`config.mk`:
```
export PLATFORM = sky130hd
export DESIGN_NAME = display_arbiter
export DESIGN_NICKNAME = d
export VERILOG_FILES = /design/src/rtl/display_arbiter.sv
export SDC_FILE = /design/constraint.sdc
export NUM_CORES = 1
export LEC_CHECK = 0
export CORE_ASPECT_RATIO = 0.8
export CORE_MARGIN = 4
export CORE_UTILIZATION = 57
export CTS_CLUSTER_SIZE = 30
export DETAILED_ROUTE_END_ITERATION = 8
export PLACE_DENSITY = 0.82
export SETUP_SLACK_MARGIN = 0.02
export SYNTH_ARGS = -nofsm -noshare
export SYNTH_HDL_FRONTEND = slang
export SYNTH_SLANG_ARGS = --single-unit
```
`constraint.sdc`:
```
create_clock -name clk -period 3.1 [get_ports clk]
set_clock_uncertainty 0.2 [all_clocks]
set_input_delay 0.465 -clock clk [delete_from_list [all_inputs] [get_ports clk]]
set_output_delay 0.465 -clock clk [all_outputs]
set_load 0.01 [all_outputs]
```
`src/rtl/display_arbiter.sv`:
```
// Shares a 4-digit seven-segment display between three requesters. It uses a fixed-priority
// arbiter with a minimum hold time, converts the owner's value to BCD by repeated subtraction, and scans the digits.
module display_arbiter #(
   parameter int         SCAN_DIV    = 131072,
   parameter int         HOLD_FRAMES = 4,
   parameter logic [3:0] BLANK       = 4'hF
) (
   input  logic       clk,
   input  logic       rst,
   input  logic [2:0] req,
   input  logic [6:0] val0,
   input  logic [6:0] val1,
   input  logic [6:0] val2,
   output logic [2:0] grant,
   output logic [3:0] digit,
   output logic [1:0] an_sel,
   output logic       busy
);

   localparam int SCAN_W = (SCAN_DIV > 1) ? $clog2(SCAN_DIV) : 1;
   localparam int HOLD_W = (HOLD_FRAMES > 0) ? $clog2(HOLD_FRAMES + 1) : 1;
   localparam logic [SCAN_W-1:0] SCAN_TC  = SCAN_W'(SCAN_DIV - 1);
   localparam logic [HOLD_W-1:0] HOLD_MAX = HOLD_W'(HOLD_FRAMES);

   typedef enum logic [1:0] {S_IDLE, S_CONVERT, S_SHOW} state_t;

   state_t            state_q;
   logic [SCAN_W-1:0] scan_cnt_q, scan_cnt_d;
   logic [1:0]        an_sel_q, an_sel_d;
   logic [3:0]        digit_q, digit_d;
   logic [2:0]        grant_q;
   logic              busy_q;
   logic [HOLD_W-1:0] hold_cnt_q;
   logic [6:0]        work_q;
   logic [3:0]        tens_acc_q;
   logic [3:0]        ones_q, tens_q, id_q;

   logic       scan_tc, frame_end;
   logic [1:0] top_idx, owner_idx;
   logic [2:0] top_oh;
   logic [6:0] top_raw, owner_raw, top_val, owner_val;
   logic       owner_req, higher_req;

   always_comb begin
      scan_tc    = (scan_cnt_q == SCAN_TC);
      frame_end  = scan_tc && (an_sel_q == 2'd3);
      scan_cnt_d = scan_tc ? '0 : scan_cnt_q + SCAN_W'(1);
      an_sel_d   = scan_tc ? an_sel_q + 2'd1 : an_sel_q;
      // The digit register follows the slot that an_sel is about to enter.
      digit_d = digit_q;
      if (scan_tc) begin
         case (an_sel_d)
            2'd0:    digit_d = ones_q;
            2'd1:    digit_d = tens_q;
            2'd2:    digit_d = id_q;
            default: digit_d = BLANK;
         endcase
      end
   end

   always_comb begin
      top_idx = 2'd0;
      if (req[2])      top_idx = 2'd2;
      else if (req[1]) top_idx = 2'd1;
      top_oh    = 3'b001 << top_idx;
      owner_idx = grant_q[2] ? 2'd2 : (grant_q[1] ? 2'd1 : 2'd0);
      case (top_idx)
         2'd2:    top_raw = val2;
         2'd1:    top_raw = val1;
         default: top_raw = val0;
      endcase
      case (owner_idx)
         2'd2:    owner_raw = val2;
         2'd1:    owner_raw = val1;
         default: owner_raw = val0;
      endcase
      top_val    = (top_raw > 7'd99) ? 7'd99 : top_raw;
      owner_val  = (owner_raw > 7'd99) ? 7'd99 : owner_raw;
      owner_req  = |(req & grant_q);
      higher_req = (|req) && (top_idx > owner_idx);
   end

   always_ff @(posedge clk) begin
      if (rst) begin
         state_q    <= S_IDLE;
         scan_cnt_q <= '0;
         an_sel_q   <= 2'd0;
         digit_q    <= BLANK;
         grant_q    <= 3'b000;
         busy_q     <= 1'b0;
         hold_cnt_q <= '0;
         work_q     <= 7'd0;
         tens_acc_q <= 4'd0;
         ones_q     <= BLANK;
         tens_q     <= BLANK;
         id_q       <= BLANK;
      end else begin
         scan_cnt_q <= scan_cnt_d;
         an_sel_q   <= an_sel_d;
         digit_q    <= digit_d;
         case (state_q)
            S_IDLE: begin
               grant_q <= 3'b000;
               busy_q  <= 1'b0;
               ones_q  <= BLANK;
               tens_q  <= BLANK;
               id_q    <= BLANK;
               if (|req) begin
                  grant_q    <= top_oh;
                  work_q     <= top_val;
                  tens_acc_q <= 4'd0;
                  hold_cnt_q <= '0;
                  busy_q     <= 1'b1;
                  state_q    <= S_CONVERT;
               end
            end
            S_CONVERT: begin
               if (work_q >= 7'd10) begin
                  work_q     <= work_q - 7'd10;
                  tens_acc_q <= tens_acc_q + 4'd1;
               end else begin
                  // All three display registers change on one edge; tens==0 is suppressed.
                  ones_q  <= work_q[3:0];
                  tens_q  <= (tens_acc_q == 4'd0) ? BLANK : tens_acc_q;
                  id_q    <= {2'b00, owner_idx};
                  busy_q  <= 1'b0;
                  state_q <= S_SHOW;
               end
            end
            S_SHOW: begin
               if (frame_end && (hold_cnt_q < HOLD_MAX))
                  hold_cnt_q <= hold_cnt_q + HOLD_W'(1);
               if (!owner_req) begin
                  if (|req) begin
                     grant_q    <= top_oh;
                     work_q     <= top_val;
                     tens_acc_q <= 4'd0;
                     hold_cnt_q <= '0;
                     busy_q     <= 1'b1;
                     state_q    <= S_CONVERT;
                  end else begin
                     grant_q <= 3'b000;
                     ones_q  <= BLANK;
                     tens_q  <= BLANK;
                     id_q    <= BLANK;
                     state_q <= S_IDLE;
                  end
               end else if ((hold_cnt_q == HOLD_MAX) && higher_req) begin
                  grant_q    <= top_oh;
                  work_q     <= top_val;
                  tens_acc_q <= 4'd0;
                  hold_cnt_q <= '0;
                  busy_q     <= 1'b1;
                  state_q    <= S_CONVERT;
               end else if (frame_end) begin
                  // Refresh keeps the accumulated hold time.
                  work_q     <= owner_val;
                  tens_acc_q <= 4'd0;
                  busy_q     <= 1'b1;
                  state_q    <= S_CONVERT;
               end
            end
            default: state_q <= S_IDLE;
         endcase
      end
   end

   assign grant  = grant_q;
   assign digit  = digit_q;
   assign an_sel = an_sel_q;
   assign busy   = busy_q;

endmodule

```
==> results.sh <==
export IMPL_core_area_mm2=0.00556
export IMPL_critPathArrivalTime_ns=2.94
export IMPL_grt_pass1_wl_mm=13.9
export IMPL_drtAntennaViolNets=0
export IMPL_syn_to_final_growth_pct=19.6
export IMPL_grt_setup_unrepaired="no"
export IMPL_drcViolationCount=0
export IMPL_dp_hpwl_mm=5.96
export IMPL_path_cells="clkdlybuf4s50_1 -> or2b_1 -> ha_1 -> nand2_1 -> o2111ai_4 -> buf_4 -> o32a_1 -> o221a_1 -> a311oi_2"
export IMPL_cts_tree="yes"
export IMPL_drive_above_1_share=0.159
export IMPL_critPathSlowestCell="clkdlybuf4s50_1"
export IMPL_synth_edff_count=0
export IMPL_io_buffers=35
export IMPL_yosys_top_cells_area="dfxtp_1 32%, ha_1 6.4%, nor2_1 6.2%, mux2i_1 5.4%, mux2_2 4.1%"
export IMPL_stdcell_area_mm2=0.00399
export IMPL_seq_area_frac_synth=0.324
export IMPL_fin_nets=475
export IMPL_dp_cells=502
export IMPL_vias=3012
export IMPL_ys_ff_latch=54
export IMPL_critPathTopFamily="compound AO/OA/AOI/OAI gates"
export IMPL_worstPathRequired_ns=3.14
export IMPL_cp_num_buf_inv=2
export IMPL_leakage_uw=0.00156
export IMPL_power_net_switching_uw=965
export IMPL_endpoint_kind="flop"
export IMPL_fmax_mhz=345
export IMPL_avgRoutedWirePerCell_um=15.5
export IMPL_initial_core_util=0.600
export IMPL_finalHoldViolCount=0
export IMPL_pin_count=36
export IMPL_placedInstanceArea_mm2=0.00383
export IMPL_rows=24
export IMPL_cts_sinks=54
export IMPL_path_class="in2reg"
export IMPL_clock_root_buffer="clkbuf_8"
export IMPL_gr_total_overflow=0
export IMPL_wirelength_mm=7.91
export IMPL_synth_async_reset_ratio=0
export IMPL_h_tree_depth=2
export IMPL_cp_startpoint="req[2]"
export IMPL_vdd_ir_drop_max_v=0.000382
export IMPL_tightest_slew_ns=0.467
export IMPL_clk_pin_slew_worst_paths_ns=0.10
export IMPL_seqPwrFrac=0.351
export IMPL_slew_headroom=0.687
export IMPL_grt_usage=0.234
export IMPL_clk_latency_ns=0.31
export IMPL_crit_fanout=6
export IMPL_synth_avg_cell_area_um2=8.61
export IMPL_firstDrtPassIters=4
export IMPL_n_fill_cell=437
export IMPL_post_route_period_util=0.935
export IMPL_grt_pass1_vias=2999
export IMPL_synthDistinctLibCells=71
export IMPL_p_int_uw=1520
export IMPL_status="complete, no violations"
export IMPL_yosys_most_used_dff="dfxtp_1"
export IMPL_worstHoldStart="scan_cnt_q[0]$_SDFF_PP0_"
export IMPL_synthCells=387
export IMPL_synth_net_count=430
export IMPL_yosys_top_cells_count="55 x nor2_1, 54 x dfxtp_1, 21 x a21oi_1, 19 x o21ai_0"
export IMPL_synthMostInstantiatedCell="nor2_1"
export IMPL_place_gp_congestion=0.925
export IMPL_cts_buffers=5
export IMPL_die_h_um=76.4
export IMPL_r2r_start="scan_cnt_q[4]$_SDFF_PP0_"
export IMPL_cts_buffer_depth=2
export IMPL_antenna_cells=0
export IMPL_die_w_um=93.5
export IMPL_clkPwrFrac=0.199
export IMPL_tns_ns=0
export IMPL_p_per_area_mw_per_mm2=624
export IMPL_critPathLaunchType="primary input"
export IMPL_ys_warn_count=0
export IMPL_dieArea_mm2=0.00714
export IMPL_hp_class="reg2reg"
export IMPL_grt_antenna_before_repair=0
export IMPL_via_per_inst=5.89
export IMPL_drv_slew=0
export IMPL_slowest_delay_ns=0.53
export IMPL_drtIter0Drc=218
export IMPL_yosys_area_top_type_share=0.324
export IMPL_synth_largest_area_cell="dfxtp_1"
export IMPL_syn_area_mm2=0.00333
export IMPL_layout_min_cycle_time_ns=2.90
export IMPL_maxCapViolCount=0
export IMPL_finalNonFillerCells=511
export IMPL_setup_viol_count_final=0
export IMPL_combPwrFrac=0.450
export IMPL_grt_max_degree=33
export IMPL_sw_frac_of_total=0.388
[power by group through the flow]
stage / Sequential (uW) / Combinational (uW) / Clock (uW)
floorplan: 864 / 793 / 0
global placement: 881 / 1050 / 0
detailed placement: 883 / 1070 / 0
CTS: 869 / 1080 / 499
global route: 884 / 1230 / 529
finish: 873 / 1120 / 495
[cells in the final DEF, fill, tap and decap left out, drive strengths merged, types with 5 or more instances in the layout]
cell type and count:
nand4 5, mux2 13, o22ai 7, a21oi 22
clkdlybuf4s50 35, nand2b 11, nand2 18, nor3 12
inv 18, buf 20, mux2i 20, nand3 11
clkbuf 5, xor2 11, nor2b 5, dfxtp 54
o21bai 5, xnor2 5, o21ai 20, a21o 5
nor2 56, ha 17
[worst reg2reg max path, cell delays in order, from the launching register on]
cell      delay (ns)
dfxtp_1         0.40
and4_2          0.28
nand4_1         0.17
nor2_2          0.15
and4_1          0.21
ha_1            0.21
nand2_1         0.11
and3_4          0.21
a221oi_4        0.34
buf_4           0.22
nor2_1          0.05
a311oi_2        0.22
[path summary, 6_finish.rpt]
kind / depth (start not counted) / slack, ns / to
setup / recovery: 9 / 0.20 / work_q[4]$_SDFFE_PP0P_
hold / removal: 1 / 0.25 / scan_cnt_q[0]$_SDFF_PP0_
setup reg to reg: 11 / 0.26 / work_q[4]$_SDFFE_PP0P_
hold reg to reg: 1 / 0.25 / scan_cnt_q[0]$_SDFF_PP0_
[what timing repair did]
item	4_1_cts	5_1_grt
buffers inserted	0	1
gates resized for setup	0	7
hold buffers	0	0
endpoints found under the setup margin	0	13
[layout make-up]
class / instances / area, um^2 / share of cell area
Sequential cell: 54 / 1080 / 0.272
Multi-Input combinational cell: 299 / 2120 / 0.533
Tap cell: 78 / 97.6 / 0.0245
Clock buffer: 5 / 68.8 / 0.0173
Clock inverter: 3 / 48.8 / 0.0122
Timing Repair Buffer: 55 / 500 / 0.126
Inverter: 17 / 63.8 / 0.0160
[logic make-up after synthesis]
logic type | count (synthesis) | synth area share
buffers and inverters | 34 | 0.0466
multiplexers | 33 | 0.110
XOR/XNOR | 16 | 0.0421
AO/OA/AOI/OAI | 92 | 0.197
adder cells (fa/ha/maj) | 17 | 0.0638
flip-flops | 54 | 0.324
AND/OR/NAND/NOR | 141 | 0.216
[through the flow]
stage / worst slack (ns) / total power [uW] / hold slack [ns] / util
after global routing: 0.0335 / 2650 / 0.284 / 0.717
after global placement: 0.00444 / 1930 / 0.228 / 0.690
final: 0.202 / 2490 / 0.247 / 0.717
after CTS: 0.138 / 2450 / 0.253 / 0.711
after detailed placement: -0.114 / 1950 / 0.239 / 0.690
after floorplan: 0.281 / 1660 / 0.213 / -
[routing by layer]
metal,GRT usage,part of all wire,vias to the layer above,wire length (um)
li1,-,-,1474,-
met1,0.319,0.46,1438,3640
met2,0.382,0.47,90,3720
met3,0.0464,0.058,10,461
met4,0.0483,0.010,0,83
met5,0,0,-,0
[sequential cells by signal, summed over array words and instances, names as in the netlist]
register / count
state_q: 2
tens_q: 4
grant: 3
scan_cnt_q: 17
ones_q: 4
work_q: 7
digit: 4
busy: 1
tens_acc_q: 4
id_q: 3
hold_cnt_q: 3
an_sel: 2
(Power assumes the default switching activity.)
